==> src/rtl/uart_alu_pkg.sv <==
`default_nettype none
// ============================================================================
//  Module      : uart_alu_pkg
//  Description : Shared definitions for the UART command sequencer: header
//                field indices, the error response byte and the FSM state
//                encoding. Header states reuse the field index as their code.
//  Revision    : 1.0 - initial release
// ============================================================================
package uart_alu_pkg;

  // Position of each byte within the 4-byte command header.
  localparam logic [2:0] HDR_OPCODE   = 3'd0;
  localparam logic [2:0] HDR_RESERVED = 3'd1;
  localparam logic [2:0] HDR_LEN_LSB  = 3'd2;
  localparam logic [2:0] HDR_LEN_MSB  = 3'd3;

  // Single byte returned for an unknown opcode or a unit timeout.
  localparam logic [7:0] ERR_BYTE = 8'hEE;

  typedef enum logic [2:0] {
    StOpcode   = HDR_OPCODE,
    StReserved = HDR_RESERVED,
    StLenLsb   = HDR_LEN_LSB,
    StLenMsb   = HDR_LEN_MSB,
    StStart    = 3'd4,
    StWait     = 3'd5,
    StTx       = 3'd6,
    StErr      = 3'd7
  } state_e;

  // True while the FSM is collecting header bytes (byte sink open).
  function automatic logic is_header(input state_e s);
    return (s == StOpcode) || (s == StReserved) ||
           (s == StLenLsb) || (s == StLenMsb);
  endfunction

endpackage
`default_nettype wire

==> src/rtl/uart_cmd_seq_if.sv <==
`default_nettype none
// ============================================================================
//  Module      : uart_cmd_seq_if
//  Description : Byte-stream bundle of the UART command sequencer.
//                rx_* : valid/ready byte sink into the sequencer
//                tx_* : valid/ready byte source out of the sequencer
//                Signal suffixes are from the sequencer's point of view; the
//                sequencer uses modport slave, the UART side modport master.
//  Revision    : 1.0 - initial release
// ============================================================================
interface uart_cmd_seq_if #(
  parameter int datawidth_p = 8
) ();

  logic [datawidth_p-1:0] rx_data_i;
  logic                   rx_valid_i;
  logic                   rx_ready_o;
  logic [datawidth_p-1:0] tx_data_o;
  logic                   tx_valid_o;
  logic                   tx_ready_i;

  modport master (
    output rx_data_i, rx_valid_i, tx_ready_i,
    input  rx_ready_o, tx_data_o, tx_valid_o
  );

  modport slave (
    input  rx_data_i, rx_valid_i, tx_ready_i,
    output rx_ready_o, tx_data_o, tx_valid_o
  );

endinterface
`default_nettype wire

==> src/rtl/uart_byte_ser.sv <==
`default_nettype none
// ============================================================================
//  Module      : uart_byte_ser
//  Description : MSB-first byte serialiser with a valid/ready output.
//                load_i        : capture load_data_i and send load_nbytes_i
//                                bytes starting from the top byte
//                data_o/valid_o: registered byte stream, held while stalled
//                ready_i       : downstream ready
//                last_o        : final byte completes this cycle
//  Revision    : 1.0 - initial release
// ============================================================================
module uart_byte_ser #(
  parameter int datawidth_p    = 8,
  parameter int result_bytes_p = 4
) (
  input  logic                              clk_i,
  input  logic                              rst_i,
  input  logic                              load_i,
  input  logic [8*result_bytes_p-1:0]       load_data_i,
  input  logic [$clog2(result_bytes_p+1)-1:0] load_nbytes_i,
  output logic [datawidth_p-1:0]            data_o,
  output logic                              valid_o,
  input  logic                              ready_i,
  output logic                              last_o
);

  localparam int RW  = 8 * result_bytes_p;
  localparam int NBW = $clog2(result_bytes_p + 1);

  // The shift register doubles as the result holding register, so the
  // source word may change freely once loaded.
  logic [RW-1:0]  shift_q, shift_d;
  logic [NBW-1:0] left_q,  left_d;
  logic           valid_q, valid_d;
  logic           fire;

  assign fire = valid_q & ready_i;

  always_comb begin
    shift_d = shift_q;
    left_d  = left_q;
    valid_d = valid_q;
    if (load_i) begin
      shift_d = load_data_i;
      left_d  = load_nbytes_i;
      valid_d = (load_nbytes_i != '0);
    end else if (fire) begin
      if (left_q == NBW'(1)) begin
        shift_d = '0;
        left_d  = '0;
        valid_d = 1'b0;
      end else begin
        shift_d = shift_q << 8;
        left_d  = left_q - NBW'(1);
      end
    end
  end

  always_ff @(posedge clk_i) begin
    if (rst_i) begin
      shift_q <= '0;
      left_q  <= '0;
      valid_q <= 1'b0;
    end else begin
      shift_q <= shift_d;
      left_q  <= left_d;
      valid_q <= valid_d;
    end
  end

  assign data_o  = datawidth_p'(shift_q[RW-1 -: 8]);
  assign valid_o = valid_q;
  assign last_o  = fire && (left_q == NBW'(1));

endmodule
`default_nettype wire

==> src/rtl/uart_cmd_seq.sv <==
`default_nettype none
// ============================================================================
//  Module      : uart_cmd_seq
//  Description : UART command sequencer. Receives a 4-byte header
//                (opcode, reserved, len LSB, len MSB), starts the compute
//                unit selected by the opcode, waits for its done, and returns
//                its result MSB-first. Unknown opcodes and timeouts answer
//                with the single byte 8'hEE and an err_o pulse.
//                clk_i/rst_i : clock, synchronous active-high reset
//                bus         : rx byte sink / tx byte source (slave modport)
//                start_o     : one-hot, one-cycle unit start
//                done_i      : per-unit done
//                result_i    : unit k result at [k*rw +: rw]
//                len_o       : latched command length
//                err_o       : one-cycle pulse per error response
//  Revision    : 1.0 - initial release
// ============================================================================
module uart_cmd_seq
  import uart_alu_pkg::*;
#(
  parameter int datawidth_p    = 8,
  parameter int num_units_p    = 4,
  parameter int result_bytes_p = 4,
  parameter int opcode_base_p  = 8'h10,
  parameter int timeout_p      = 2**20
) (
  input  logic                                  clk_i,
  input  logic                                  rst_i,
  uart_cmd_seq_if.slave                         bus,
  output logic [num_units_p-1:0]                start_o,
  input  logic [num_units_p-1:0]                done_i,
  input  logic [num_units_p*8*result_bytes_p-1:0] result_i,
  output logic [15:0]                           len_o,
  output logic                                  err_o
);

  localparam int RW  = 8 * result_bytes_p;
  localparam int UW  = (num_units_p > 1) ? $clog2(num_units_p) : 1;
  localparam int NBW = $clog2(result_bytes_p + 1);
  localparam int TW  = (timeout_p > 1) ? $clog2(timeout_p) : 1;
  localparam bit TOUT_EN = (timeout_p != 0);
  localparam logic [TW-1:0] TOUT_MAX = TW'((timeout_p > 0) ? timeout_p - 1 : 0);

  state_e                 state_q;
  logic [7:0]             opcode_q;
  logic [7:0]             len_lsb_q;
  logic [15:0]            len_q;
  logic [UW-1:0]          unit_q;
  logic [num_units_p-1:0] start_q;
  logic                   err_q;
  logic [TW-1:0]          tout_q;

  logic [7:0]             rx_byte;
  logic                   rx_ready;
  logic                   rx_fire;
  logic                   unit_hit;
  logic [UW-1:0]          unit_idx;
  logic [num_units_p-1:0] unit_onehot;
  logic                   unit_done;
  logic                   tout_hit;
  logic [RW-1:0]          err_word;
  logic [RW-1:0]          res_word;
  logic                   load_result;
  logic                   load_err;
  logic                   ser_load;
  logic [RW-1:0]          ser_word;
  logic [NBW-1:0]         ser_nbytes;
  logic                   ser_last;

  // Sink is held closed while reset is asserted so no byte is claimed.
  assign rx_ready       = !rst_i && is_header(state_q);
  assign bus.rx_ready_o = rx_ready;
  assign rx_byte        = bus.rx_data_i[7:0];
  assign rx_fire        = bus.rx_valid_i && rx_ready;

  // Opcode decode: a unit exists for base <= opcode < base + num_units.
  assign unit_hit = (32'(opcode_q) >= 32'(opcode_base_p)) &&
                    (32'(opcode_q) <  32'(opcode_base_p) + 32'(num_units_p));
  assign unit_idx = UW'(32'(opcode_q) - 32'(opcode_base_p));

  always_comb begin
    unit_onehot = '0;
    for (int k = 0; k < num_units_p; k++) begin
      if (k == int'(unit_idx)) unit_onehot[k] = 1'b1;
    end
  end

  assign unit_done = done_i[unit_q];
  assign tout_hit  = TOUT_EN && (tout_q == TOUT_MAX);
  assign res_word  = result_i[int'(unit_q)*RW +: RW];

  always_comb begin
    err_word = '0;
    err_word[RW-1 -: 8] = ERR_BYTE;
  end

  // The serialiser is loaded on the same edge the FSM enters StTx/StErr,
  // so tx_valid_o rises on the first cycle of those states.
  assign load_result = (state_q == StWait) && unit_done;
  assign load_err    = ((state_q == StWait) && !unit_done && tout_hit) ||
                       ((state_q == StLenMsb) && rx_fire && !unit_hit);
  assign ser_load    = load_result || load_err;
  assign ser_word    = load_result ? res_word : err_word;
  assign ser_nbytes  = load_result ? NBW'(result_bytes_p) : NBW'(1);

  uart_byte_ser #(
    .datawidth_p    (datawidth_p),
    .result_bytes_p (result_bytes_p)
  ) u_ser (
    .clk_i         (clk_i),
    .rst_i         (rst_i),
    .load_i        (ser_load),
    .load_data_i   (ser_word),
    .load_nbytes_i (ser_nbytes),
    .data_o        (bus.tx_data_o),
    .valid_o       (bus.tx_valid_o),
    .ready_i       (bus.tx_ready_i),
    .last_o        (ser_last)
  );

  always_ff @(posedge clk_i) begin
    if (rst_i) begin
      state_q   <= StOpcode;
      opcode_q  <= '0;
      len_lsb_q <= '0;
      len_q     <= '0;
      unit_q    <= '0;
      start_q   <= '0;
      err_q     <= 1'b0;
      tout_q    <= '0;
    end else begin
      start_q <= '0;
      err_q   <= 1'b0;
      case (state_q)
        StOpcode: begin
          if (rx_fire) begin
            opcode_q <= rx_byte;
            state_q  <= StReserved;
          end
        end
        StReserved: begin
          if (rx_fire) state_q <= StLenLsb;
        end
        StLenLsb: begin
          if (rx_fire) begin
            len_lsb_q <= rx_byte;
            state_q   <= StLenMsb;
          end
        end
        StLenMsb: begin
          if (rx_fire) begin
            len_q <= {rx_byte, len_lsb_q};
            if (unit_hit) begin
              unit_q  <= unit_idx;
              start_q <= unit_onehot;
              state_q <= StStart;
            end else begin
              state_q <= StErr;
            end
          end
        end
        StStart: begin
          // done_i is not looked at here; sampling begins in StWait.
          tout_q  <= '0;
          state_q <= StWait;
        end
        StWait: begin
          if (unit_done) begin
            state_q <= StTx;
          end else if (tout_hit) begin
            state_q <= StErr;
          end else begin
            tout_q <= tout_q + TW'(1);
          end
        end
        StTx: begin
          if (ser_last) state_q <= StOpcode;
        end
        StErr: begin
          if (ser_last) begin
            err_q   <= 1'b1;
            state_q <= StOpcode;
          end
        end
        default: state_q <= StOpcode;
      endcase
    end
  end

  assign start_o = start_q;
  assign len_o   = len_q;
  assign err_o   = err_q;

endmodule
`default_nettype wire

==> src/flat_wrapper.sv <==
// flat-port wrapper written by rule: the top's interface ports become plain ports
module uart_cmd_seq_flat import uart_alu_pkg::*;
#(
  parameter int datawidth_p    = 8,
  parameter int num_units_p    = 4,
  parameter int result_bytes_p = 4,
  parameter int opcode_base_p  = 8'h10,
  parameter int timeout_p      = 2**20
)
  (clk_i, rst_i, start_o, done_i, result_i, len_o, err_o, bus_rx_data_i, bus_rx_valid_i, bus_tx_ready_i, bus_rx_ready_o, bus_tx_data_o, bus_tx_valid_o);
  uart_cmd_seq_if #(.datawidth_p(datawidth_p)) bus_i ();
  input  logic clk_i;
  input  logic rst_i;
  output logic [num_units_p-1:0] start_o;
  input  logic [num_units_p-1:0] done_i;
  input  logic [num_units_p*8*result_bytes_p-1:0] result_i;
  output logic [15:0] len_o;
  output logic err_o;
  input wire logic [$bits(bus_i.rx_data_i)-1:0] bus_rx_data_i;
  input wire logic [$bits(bus_i.rx_valid_i)-1:0] bus_rx_valid_i;
  input wire logic [$bits(bus_i.tx_ready_i)-1:0] bus_tx_ready_i;
  output wire logic [$bits(bus_i.rx_ready_o)-1:0] bus_rx_ready_o;
  output wire logic [$bits(bus_i.tx_data_o)-1:0] bus_tx_data_o;
  output wire logic [$bits(bus_i.tx_valid_o)-1:0] bus_tx_valid_o;
  assign bus_i.rx_data_i = bus_rx_data_i;
  assign bus_i.rx_valid_i = bus_rx_valid_i;
  assign bus_i.tx_ready_i = bus_tx_ready_i;
  assign bus_rx_ready_o = bus_i.rx_ready_o;
  assign bus_tx_data_o = bus_i.tx_data_o;
  assign bus_tx_valid_o = bus_i.tx_valid_o;
  uart_cmd_seq #(.datawidth_p(datawidth_p), .num_units_p(num_units_p), .result_bytes_p(result_bytes_p), .opcode_base_p(opcode_base_p), .timeout_p(timeout_p)) u_core (.clk_i(clk_i), .rst_i(rst_i), .bus(bus_i), .start_o(start_o), .done_i(done_i), .result_i(result_i), .len_o(len_o), .err_o(err_o));
endmodule
==> config.mk <==
export PLATFORM = sky130hd
export DESIGN_NAME = uart_cmd_seq_flat
export DESIGN_NICKNAME = d
export VERILOG_FILES = /design/src/rtl/uart_alu_pkg.sv /design/src/rtl/uart_cmd_seq_if.sv /design/src/rtl/uart_byte_ser.sv /design/src/rtl/uart_cmd_seq.sv /design/src/flat_wrapper.sv
export SDC_FILE = /design/constraint.sdc
export NUM_CORES = 1
export LEC_CHECK = 0
export CAP_MARGIN = 20
export CORE_MARGIN = 1
export CORE_UTILIZATION = 40
export DETAILED_ROUTE_END_ITERATION = 6
export GPL_TIMING_DRIVEN = 0
export HOLD_SLACK_MARGIN = 0.1
export PLACE_DENSITY = 0.77
export SLEW_MARGIN = 10
export SYNTH_ARGS = -nofsm -noshare
export SYNTH_HDL_FRONTEND = slang
export SYNTH_SLANG_ARGS = --single-unit
export TNS_END_PERCENT = 100
==> constraint.sdc <==
create_clock -name clk_i -period 2.3 [get_ports clk_i]
set_input_delay 0.23 -clock clk_i [delete_from_list [all_inputs] [get_ports clk_i]]
set_output_delay 0.23 -clock clk_i [all_outputs]
set_load 0.01 [all_outputs]
==> flow_summary.yaml <==
final_layout:
  fillers: 987
  area_growth_pct: 53.9
  multi_input_area_mm2: 0.00310
  postLayoutCoreUtil_pct: 63.9
  layout.cells.non_filler: 901
  fin_nets: 875
  n_antenna_cell: 0
  regArea_mm2: 0.00198
  drive_gt1_share_pct: 19.1
synthesis:
  postSynthCellCount: 540
  synth_compound_gate_area_share_pct: 17.4
  synthFlopType: "dfxtp_1"
  synthTopCellsByArea: "dfxtp_1, mux4_2, a21oi_1, nand2_1, mux2i_1"
  yosysTopAreaCell: "dfxtp_1"
  yosysSeqAreaShare_pct: 39.0
  avgSynthCellArea_um2: 9.31
  synth-simple-area-share_pct: 17.8
  synth_async_sr_flop_share_pct: 0
  synth_mux_area_share_pct: 18.0
  synth_fa_ha_area_share_pct: 0.746
  ys_types: 52
  synth_top_area_share_pct: 39.0
  synth_area_mm2: 0.00503
  synth_nets: 687
  synth_top_family_by_area: "multiplexers"
  synth_warnings: 0
  synth_most_common_cell: "dfxtp_1"
  synth_common_cells: "dfxtp_1, nand2_1, a21oi_1"
  ys_ff_latch: 98
  synth_xor_area_share_pct: 1.22
  synth_edf_count: 0
setup_path:
  cp_slowest_cell: "mux4_2"
  end_kind: "flop"
  worstSetupStartpointType: "flop"
  arrival_ps: 2510
  r2r-start: "u_core.unit_q[0]"
  cp_data_required_time_ps: 2570
  critPathKind: "reg2reg"
  critPathMaxFanout: 7
  cpPeakStageDelay_ps: 550
  rr_worst_depth: 7
  r2r-end: "u_core.tout_q[10]"
  reg2reg_slack_ps: 60
  crit_chain: "buf_8 > mux4_2 > buf_4 > and2_1 > a211o_4 > or3_1 > a21oi_1"
min_path:
  min_path_type: "reg2reg"
  hold_depth: 2
  holdPathEnd: "u_core.len_o[12]"
  min_from: "u_core.len_o[12]"
global_route:
  grt_antenna_before_repair: 0
  grt_pass1_vias: 5031
  grt_max_degree: 21
  grt_usage_pct: 24.0
  grt_pass1_wl_um: 24500
  overflow: 0
placement:
  place_hpwl_um: 11700
  pre_cts_slack_ps: -759
  gp_congestion: 0.894
  numPortBuffers: 173
  dp.cells: 881
clock_tree:
  h-tree-depth: 3
  clock-sinks: 98
  clk_pin_slew_ps: 80
  cts-buffers-inserted: 9
  hold_buffers: 0
  cts_tree: "built"
  clockBufferDepth: 2
  cts-root-buf: "clkbuf_16"
  insertion_delay_ps: 350
sta:
  setup_viol: 0
  grt_setup_unrepaired: "yes"
  fin_crit_sh_pct: 97.4
  slew_viol_final: 0
  tightest_slew_ps: 756
  max_freq_mhz: 446
  max_slew_margin_pct: 49.6
  fin_crit_ps: 2240
  hold_violations: 0
  fin_skew_ps: 12.5
  worst_slack_ps: 58.8
power:
  peakVddDrop_v: 0.000380
  total_power_mw: 3.64
  power.density_mw_per_mm2: 470
  p_leak_nw: 2.53
route:
  vias_per_cell: 5.69
  vias: 5125
  drt-initial-drc-count: 331
  wl_per_cell_um: 17.9
  finalWirelength_um: 16100
  drcViolationCount: 0
  ant_nets: 0
  first_pass_iters: 5
floorplanning:
  rows: 40
  io-pin-count: 175
  die_w_um: 114
  core_area_mm2: 0.0121
  initial_core_util_pct: 41.5
  die_y_um: 114
  dieArea_mm2: 0.0130
status:
  status: "finished clean"
run:
  cap_violations: 0
==> cell usage in the layout (no fill, tap or decap), types with 4 or more instances in the layout <==
cell and count:
o21ai_0 12, clkdlybuf4s50_1 173, o31ai_1 5, a211oi_2 4
o22ai_1 4, dfxtp_2 5, a32oi_2 11, a211oi_1 15
nor3_1 11, nand4_1 5, nand2_1 58, nand3_1 19
or4_1 4, clkbuf_2 7, clkbuf_16 9, and2_1 5
xor2_1 4, inv_1 12, dfxtp_1 91, a21oi_1 51
clkbuf_1 20, buf_4 19, nor3_2 10, nor2_1 38
mux4_2 33, or3_1 5, mux2i_1 16, a32oi_1 5
==> routing by layer <==
metal | up-vias | GRT usage [%] | part of all wire (%)
met5 | - | 0 | 0
met4 | 0 | 10.0 | 2.1
met3 | 31 | 4.45 | 6.0
met2 | 198 | 40.4 | 50
met1 | 2496 | 30.2 | 42
li1 | 2400 | - | -
==> where the power goes <==
group	switching, mW	internal [mW]	total [mW]
logic	0.131	0.288	0.419
clock network	0.733	0.773	1.51
registers	0.0112	1.71	1.72
==> layout make-up <==
type / count / share of cell area [%]
well taps: 168 / 2.72
repair buffers: 183 / 23.3
inverters: 13 / 0.630
clock buffers: 9 / 2.91
multi-input cells: 376 / 40.1
plain buffers: 47 / 3.73
clock inverters: 7 / 1.05
flip-flops and latches: 98 / 25.5
==> metrics by stage <==
stage | setup TNS, ps | cell area [um^2] | hold slack (ps)
global placement | -23070 | 6970 | 440
detailed placement | -35010 | 6970 | 447
finish | 0 | 7740 | 455
floorplan | -59.5 | 5030 | 366
global route | -94.9 | 7740 | 467
CTS | 0 | 7490 | 458
==> state kept, by name, summed over array words and instances, names as in the netlist <==
name	cells
u_core.u_ser.shift_q	32
u_core.state_q	3
u_core.u_ser.left_q	3
u_core.opcode_q	8
u_core.start_o	4
u_core.u_ser.valid_o	1
u_core.tout_q	20
u_core.err_o	1
u_core.len_o	16
u_core.unit_q	2
u_core.len_lsb_q	8
==> kinds of logic after synthesis <==
logic type | Yosys count
AND/OR/NAND/NOR | 184
adder cells (fa/ha/maj) | 3
buffers and inverters | 66
AO/OA/AOI/OAI | 133
flip-flops | 98
multiplexers | 49
XOR/XNOR | 7
==> critical path, delay by kind of cell (launching register included) <==
| kind | cells | cell delay, ps |
|---|---|---|
| buffers and inverters | 2 | 270 |
| flip-flops | 1 | 330 |
| multiplexers | 1 | 550 |
| AO/OA/AOI/OAI | 2 | 460 |
| AND/OR/NAND/NOR | 2 | 550 |
==> timing repair <==
action                     4_1_cts  5_1_grt
buffers inserted                10        0
resized for setup               45       59
setup endpoints to repair       74       45
pin swaps                        4       19
==> how the worst max path moves through the flow <==
stage | startpoint | end | slack (ps) | cells past startpoint
5_1_grt | u_core.tout_q[0] | u_core.u_ser.shift_q[26] | -40 | 6
3_3_place_gp | bus_rx_valid_i | u_core.u_ser.shift_q[27] | -550 | 7
6_report | u_core.unit_q[0] | u_core.tout_q[10] | 60 | 7
4_1_cts | u_core.unit_q[0] | u_core.tout_q[17] | 2 | 7
3_5_place_dp | bus_rx_valid_i | u_core.u_ser.shift_q[16] | -760 | 7
2_1_floorplan | u_core.unit_q[0] | u_core.tout_q[19] | -30 | 8
(Power assumes the default switching activity.)
